--- src/rtl/clk_div_gen.sv ---
// Multi-channel programmable clock divider: 50%-duty divided clocks plus tick enables,
// with shadowed divisor updates at half-period boundaries, glitch-free start/stop and phase sync.
module clk_div_gen #(
  parameter int          NUM_CH       = 2,
  parameter int          CNT_W        = 24,
  parameter int unsigned DEFAULT_HALF = 49999,
  localparam int         CH_W         = (NUM_CH > 1) ? $clog2(NUM_CH) : 1
) (
  input  logic              clk,
  input  logic              rst,
  input  logic [NUM_CH-1:0] ch_en,
  input  logic              cfg_wr,
  input  logic [CH_W-1:0]   cfg_ch,
  input  logic [CNT_W-1:0]  cfg_half,
  input  logic              sync_req,
  output logic [NUM_CH-1:0] clk_out,
  output logic [NUM_CH-1:0] tick,
  output logic [NUM_CH-1:0] running,
  output logic [NUM_CH-1:0] pending
);

  typedef enum logic [1:0] {PARKED, RUN, DRAIN} ch_state_e;

  for (genvar i = 0; i < NUM_CH; i++) begin : g_ch
    ch_state_e        state_q, state_d;
    logic [CNT_W-1:0] cnt_q, cnt_d;
    logic [CNT_W-1:0] active_q, active_d;
    logic [CNT_W-1:0] shadow_q, shadow_d;
    logic             clk_q, clk_d;
    logic             tick_q, tick_d;
    logic             running_q, running_d;
    logic             pending_q, pending_d;
    logic             apply;
    logic             wr_sel;
    logic             terminal;

    // Out-of-range channel numbers never match any channel, so such writes are dropped.
    assign wr_sel   = cfg_wr && (32'(cfg_ch) == i);
    assign terminal = (cnt_q == active_q);

    always_comb begin
      // NOTE: every signal driven here gets a default first, so no path can infer a latch.
      state_d   = state_q;
      cnt_d     = cnt_q;
      clk_d     = clk_q;
      tick_d    = 1'b0;
      active_d  = active_q;
      shadow_d  = shadow_q;
      pending_d = pending_q;
      apply     = 1'b0;

      case (state_q)
        PARKED: begin
          apply = pending_q;
          if (ch_en[i]) state_d = RUN;
        end
        RUN, DRAIN: begin
          if (sync_req) begin
            // Phase alignment wins over terminal count and may cut a high phase short.
            cnt_d   = '0;
            clk_d   = 1'b0;
            apply   = pending_q;
            state_d = (state_q == RUN && ch_en[i]) ? RUN : PARKED;
          end else if (state_q == RUN && !ch_en[i] && !clk_q) begin
            cnt_d   = '0;
            state_d = PARKED;
          end else if (terminal) begin
            cnt_d   = '0;
            clk_d   = !clk_q;
            tick_d  = !clk_q;
            apply   = pending_q;
            state_d = ch_en[i] ? RUN : PARKED;
          end else begin
            // Disabled while high: keep counting so the high phase is never truncated.
            cnt_d   = cnt_q + CNT_W'(1);
            state_d = ch_en[i] ? RUN : DRAIN;
          end
        end
        default: state_d = PARKED;
      endcase

      if (apply) begin
        active_d  = shadow_q;
        pending_d = 1'b0;
      end
      // A write landing on a boundary is held for the next one.
      if (wr_sel) begin
        shadow_d  = cfg_half;
        pending_d = 1'b1;
      end
      running_d = (state_d != PARKED);
    end

    always_ff @(posedge clk or posedge rst) begin
      if (rst) begin
        state_q   <= PARKED;
        cnt_q     <= '0;
        clk_q     <= 1'b0;
        tick_q    <= 1'b0;
        running_q <= 1'b0;
        pending_q <= 1'b0;
        active_q  <= CNT_W'(DEFAULT_HALF);
        shadow_q  <= CNT_W'(DEFAULT_HALF);
      end else begin
        // NOTE: non-blocking assignments so every flop samples pre-edge values.
        state_q   <= state_d;
        cnt_q     <= cnt_d;
        clk_q     <= clk_d;
        tick_q    <= tick_d;
        running_q <= running_d;
        pending_q <= pending_d;
        active_q  <= active_d;
        shadow_q  <= shadow_d;
      end
    end

    assign clk_out[i] = clk_q;
    assign tick[i]    = tick_q;
    assign running[i] = running_q;
    assign pending[i] = pending_q;
  end

endmodule

--- config.mk ---
export PLATFORM = sky130hd
export DESIGN_NAME = clk_div_gen
export DESIGN_NICKNAME = d
export VERILOG_FILES = /design/src/rtl/clk_div_gen.sv
export SDC_FILE = /design/constraint.sdc
export NUM_CORES = 1
export LEC_CHECK = 0
export ABC_AREA = 1
export CORE_UTILIZATION = 30
export CTS_BUF_LIST = sky130_fd_sc_hd__clkbuf_4
export CTS_CLUSTER_DIAMETER = 80
export DETAILED_ROUTE_END_ITERATION = 6
export GPL_ROUTABILITY_DRIVEN = 0
export GPL_TIMING_DRIVEN = 0
export PLACE_DENSITY_LB_ADDON = 0.08
export SLEW_MARGIN = 20
export SYNTH_ARGS = -nofsm -noshare
export SYNTH_HDL_FRONTEND = slang
export SYNTH_SLANG_ARGS = --single-unit
--- constraint.sdc ---
create_clock -name clk -period 7.5 [get_ports clk]
set_clock_uncertainty 0.1 [all_clocks]
set_input_delay 2.25 -clock clk [delete_from_list [all_inputs] [get_ports clk]]
set_output_delay 2.25 -clock clk [all_outputs]
set_load 0.02 [all_outputs]
# Word-level counts from Yosys, hierarchy flattened
# Index checks and enable logic that the tools add are counted.
[classes]
add_sub_neg = 2
eq_ne = 8
muxes = 48
bitwise_logic = 1
reduce_logical = 24
[ops]
columns = ["cell", "count"]
rows = [
  ["$mux 24", 6],
  ["$add 24x1->24 const B", 2],
  ["$eq 24x24->1", 2],
  ["$mux 1", 28],
  ["$mux 2", 10],
  ["$reduce_bool 2->1", 6],
  ["$logic_and 1x1->1", 8],
  ["$pmux 2 s2", 2],
  ["$reduce_and 3->1", 2],
  ["$eq 2x1->1 const B", 2],
  ["$eq 2x2->1 const B", 2],
  ["$logic_not 1->1", 4],
  ["$logic_not 2->1", 2],
  ["$ne 2x2->1 const B", 2],
  ["$pmux 1 s2", 2],
  ["$reduce_or 2->1", 2],
  ["$not 1->1", 1],
]
[word_totals]
ff_bits = 156
word_cells = 99

# Logic depth before layout (Yosys ltp)
[depth]
word_depth = 8
depth_mapped = 15
ltp_nobuf = 13

# Worst setup path before layout
# OpenSTA, ideal clock, no wires.
[synth_path]
kind = "input port to flip-flop"
start = "input ch_en[1]"
end = "register g_ch[1].active_q[10]"
setup_ps = 66
arrival_ps = 3205
t_required_ps = 7334
setup_slack_ps = 4129
stages = 10
n_path_buf = 1
cell_sequence = "nor3b_1 -> inv_1 -> nand2_1 -> inv_1 -> nand3_1 -> nand3_2 -> nand2_4 -> buf_2 -> nand2_1 -> nand2_1"
[synth_via]
elab_chain_cells = 6
[synth_lines]
columns = ["element", "line_no", "rtl"]
rows = [
  ["start, declared", "11", "input logic [NUM_CH-1:0] ch_en,"],
  ["$logic_not 1->1", "64", "end else if (state_q == RUN && !ch_en[i] && !clk_q) begin"],
  ["$logic_and 1x1->1 (2 in a row)", "64", ""],
  ["$mux 1", "64", ""],
  ["$mux 1", "58", "if (sync_req) begin"],
  ["$pmux 1 s2", "52", "case (state_q)"],
  ["end signal, assigned", "102", "active_q <= CNT_W'(DEFAULT_HALF);"],
  ["end signal, assigned", "112", "active_q <= active_d;"],
  ["end, declared", "27", "logic [CNT_W-1:0] active_q, active_d;"],
]
# No other way between the ends.
# A chain may end at the register's enable or synchronous reset.

# Worst setup path in the final report
[layout_path]
start = "register g_ch[0].pending_q"
end = "output pending[0]"
[layout_rtl]
columns = ["element", "line_no", "rtl"]
rows = [
  ["start, declared", "32", "logic pending_q, pending_d;"],
  ["start signal, assigned", "111", "pending_q <= pending_d;"],
  ["end, declared", "19", "output logic [NUM_CH-1:0] pending"],
]
# No word-level cell between the ends.

==> results.py <==
metrics = {
    "outcome": {
        "run_status": "finished clean",
    },
    "synth": {
        "syn_area_um2": 7870,
        "yosys_warnings": 0,
        "yosys.area.top_type": "sky130_fd_sc_hd__dfrtp_1",
        "synth.area.top_cells": "sky130_fd_sc_hd__dfrtp_1, sky130_fd_sc_hd__nand2_1, sky130_fd_sc_hd__dfstp_2",
        "synth_seq_cells": 156,
        "syn-mean-instance-area_um2": 7.96,
        "synth_top_area_share_pct": 38.2,
        "synthDistinctLibCells": 33,
        "syn-instance-count": 988,
        "synth.yosys.seq_area_share_pct": 50.2,
        "synth.net_count": 1027,
    },
    "finish": {
        "leading_cell_type_in_the_layout_fill_and_taps_excluded": "sky130_fd_sc_hd__nand2_1",
        "finish.net_count": 1085,
        "area_growth_pct": 14.4,
        "drive_gt1_share_pct": 9.82,
        "finalNonFillerCells": 1390,
        "finish.utilization_pct": 35.3,
        "fin_area_um2": 9000,
        "most-common-layout-cells": "sky130_fd_sc_hd__nand2_1, sky130_fd_sc_hd__dfrtp_1, sky130_fd_sc_hd__inv_1",
    },
    "place": {
        "dp.cells": 1357,
        "place.port_buffers": 38,
        "placed_cell_area_um2": 8690,
        "dp_slack_ns": 3.22,
        "dp_hpwl_um": 14200,
    },
    "pwr": {
        "power.share.switching_pct": 39.9,
        "pwr_density_cell_nw_per_um2": 314,
        "clock_power_share_pct": 19.7,
        "seq_power_share_pct": 42.9,
        "comb_power_share_pct": 37.4,
        "leakage_nw": 4.18,
        "netSwitchingPower_mw": 1.13,
        "ir_worst_vdd_uv": 116,
        "intPower_mw": 1.69,
        "design_power_total_mw": 2.82,
    },
    "grt": {
        "grt_pass1_wl_um": 32100,
        "pin_count_of_the_biggest_net_entering_global_routing": 96,
        "grt_antenna_before_repair": 1,
        "grt_use_total_pct": 15.4,
        "grt_pass1_vias": 6067,
        "globalRouteOverflowTotal": 0,
    },
    "clock_network": {
        "postCtsResizedCells": 0,
        "cts.reportedPaths.clkPinSlew_ns": 0.14,
        "clock_sinks": 156,
        "cts_htree_levels": 4,
        "root_cell_of_the_clock_tree": "sky130_fd_sc_hd__clkbuf_4",
        "tritoncts": "done",
        "clk_path_buf_depth": 2,
        "cts_hold_repair.buffers": 0,
        "postCtsSetupRepairBufs": 0,
        "clkLatencyLatePin_ns": 0.55,
        "cts_made_buffers": 17,
    },
    "route": {
        "antenna_left": 0,
        "vias_per_cell": 4.43,
        "drt-pass1-iter-count": 5,
        "route.vias.total": 6152,
        "drt-total-wl_um": 19300,
        "drt_iter0_markers": 327,
        "wire_per_inst_um": 13.9,
        "drc": 0,
    },
    "worst_hold_path": {
        "hp-class": "flip-flop to flip-flop",
    },
    "die": {
        "number_of_top_level_design_ports": 39,
        "floorplan.die_area_um2": 26900,
        "die_w_um": 164,
        "floorplan.rows": 58,
        "coreArea_um2": 25500,
        "chipHeight_um": 164,
        "start_util_pct": 30.9,
    },
    "sta": {
        "slew_headroom_pct": 49.0,
        "timing.final.crit_period_ns": 4.02,
        "timing_max_transition_violations_final": 0,
        "setup_ws_ns": 3.48,
        "finalHoldViolations": 0,
        "finalSetupTns_ns": 0,
        "final.hold.worst_slack_ns": 0.379,
        "worst_pin_slew_ns": 0.763,
        "grt_setup_unrepaired": "false",
        "final_min_period_over_clock_period_pct": 53.6,
        "fmaxAchievable_mhz": 249,
        "report.final.setup_viol": 0,
    },
    "worst_setup_path": {
        "worst_path_max_delay_cell": "sky130_fd_sc_hd__clkdlybuf4s50_1",
        "worst-setup-path-type": "flip-flop to output pin",
        "worstSetupStartpointType": "flip-flop",
        "cp_data_required_time_ns": 5.15,
        "worst-r2r-setup-slack_ns": 5.16,
        "crit_path_cell_trace": "buf_4, clkdlybuf4s50_1",
        "critPathCaptureType": "output pin",
        "critPathArrivalTime_ns": 1.67,
        "path_max_fanout": 3,
        "maximum_cell_stage_delay_along_the_critical_path_ns": 0.59,
    },
    "flow_run": {
        "max_cap_viols": 0,
    },
}
## final cells by class
type | instances | area, µm²
repair buffers | 39 | 408
diodes | 1 | 2.50
plain buffers | 42 | 230
inverters | 114 | 435
multi-input cells | 676 | 3260
clock inverters | 14 | 169
fillers | 2707 | 16500
flip-flops and latches | 156 | 3950
clock buffers | 18 | 135
well taps | 330 | 413
## state kept, by name, summed over array words and instances (netlist names)
name	count
g_ch.cnt_q	48
g_ch.running_q	2
g_ch.active_q	48
g_ch.clk_q	2
g_ch.state_q	4
g_ch.shadow_q	48
g_ch.pending_q	2
g_ch.tick_q	2
## cells in the mapped netlist
| master | number |
|---|---|
| sky130_fd_sc_hd__o22ai_1 | 11 |
| sky130_fd_sc_hd__nand3_1 | 74 |
| sky130_fd_sc_hd__nor4_1 | 3 |
| sky130_fd_sc_hd__nand3_2 | 2 |
| sky130_fd_sc_hd__buf_4 | 12 |
| sky130_fd_sc_hd__buf_2 | 7 |
| sky130_fd_sc_hd__o211ai_1 | 2 |
| sky130_fd_sc_hd__xor2_1 | 34 |
| sky130_fd_sc_hd__a21oi_1 | 6 |
| sky130_fd_sc_hd__nor2_1 | 66 |
| sky130_fd_sc_hd__o21ai_1 | 1 |
| sky130_fd_sc_hd__inv_1 | 111 |
| sky130_fd_sc_hd__buf_6 | 2 |
| sky130_fd_sc_hd__ha_1 | 8 |
| sky130_fd_sc_hd__xnor2_1 | 25 |
| sky130_fd_sc_hd__a21boi_0 | 2 |
| sky130_fd_sc_hd__o21ai_0 | 82 |
| sky130_fd_sc_hd__nand2_2 | 2 |
| sky130_fd_sc_hd__nor3b_1 | 1 |
| sky130_fd_sc_hd__o2111ai_1 | 1 |
| sky130_fd_sc_hd__or2_2 | 2 |
| sky130_fd_sc_hd__nor3_1 | 13 |
| sky130_fd_sc_hd__and3_1 | 1 |
| sky130_fd_sc_hd__nand4_1 | 7 |
| sky130_fd_sc_hd__clkbuf_1 | 18 |
| sky130_fd_sc_hd__dfrtp_1 | 120 |
| sky130_fd_sc_hd__a21o_1 | 1 |
| sky130_fd_sc_hd__inv_2 | 3 |
| sky130_fd_sc_hd__nand2_4 | 3 |
| sky130_fd_sc_hd__clkbuf_2 | 3 |
| sky130_fd_sc_hd__dfstp_2 | 36 |
| sky130_fd_sc_hd__nand2_1 | 327 |
| sky130_fd_sc_hd__nand3b_1 | 2 |
## cells by family (layout without fill, tap and decap cells)
group	Yosys count	count (layout)	synth area share [%]
xor+xnor	59	59	6.57
other cells	0	1	0
simple gates	503	503	26.5
compound gates	106	106	7.13
fa+ha+maj	8	8	1.27
flops	156	156	50.2
buf+inv	156	227	8.37
## worst max-delay path, delay by kind of cell, from the launching register on
kind,cells,cell delay [ns]
flops,1,0.42
buf+inv,2,0.72
## layer usage
layer,GRT usage [%],up-vias,part of all wire (%)
met2,22.1,85,42
met1,23.5,2860,55
met3,3.01,4,3.1
met4,3.66,0,0.52
li1,-,3203,-
met5,0,-,0
## worst paths after layout
check | startpoint | to | cells after the start
setup / recovery | g_ch[0].pending_q | pending[0] | 2
hold / removal | g_ch[1].active_q[0] | g_ch[1].active_q[0] | 2
setup reg to reg | g_ch[1].cnt_q[0] | g_ch[1].cnt_q[16] | 8
hold reg to reg | g_ch[1].active_q[0] | g_ch[1].active_q[0] | 2
max in group asynchronous | rst | g_ch[1].active_q[14] | 3
min in group asynchronous | rst | g_ch[0].cnt_q[2] | 2
## power by group through the flow
stage | combinational, mW | clock (mW) | sequential, mW
floorplan | 0.789 | 0 | 1.18
global placement | 1.07 | 0 | 1.23
detailed placement | 1.08 | 0 | 1.23
CTS | 1.08 | 0.590 | 1.22
finish | 1.06 | 0.555 | 1.21
global route | 1.23 | 0.621 | 1.24
Note: power is estimated with default switching activity, not from simulation.
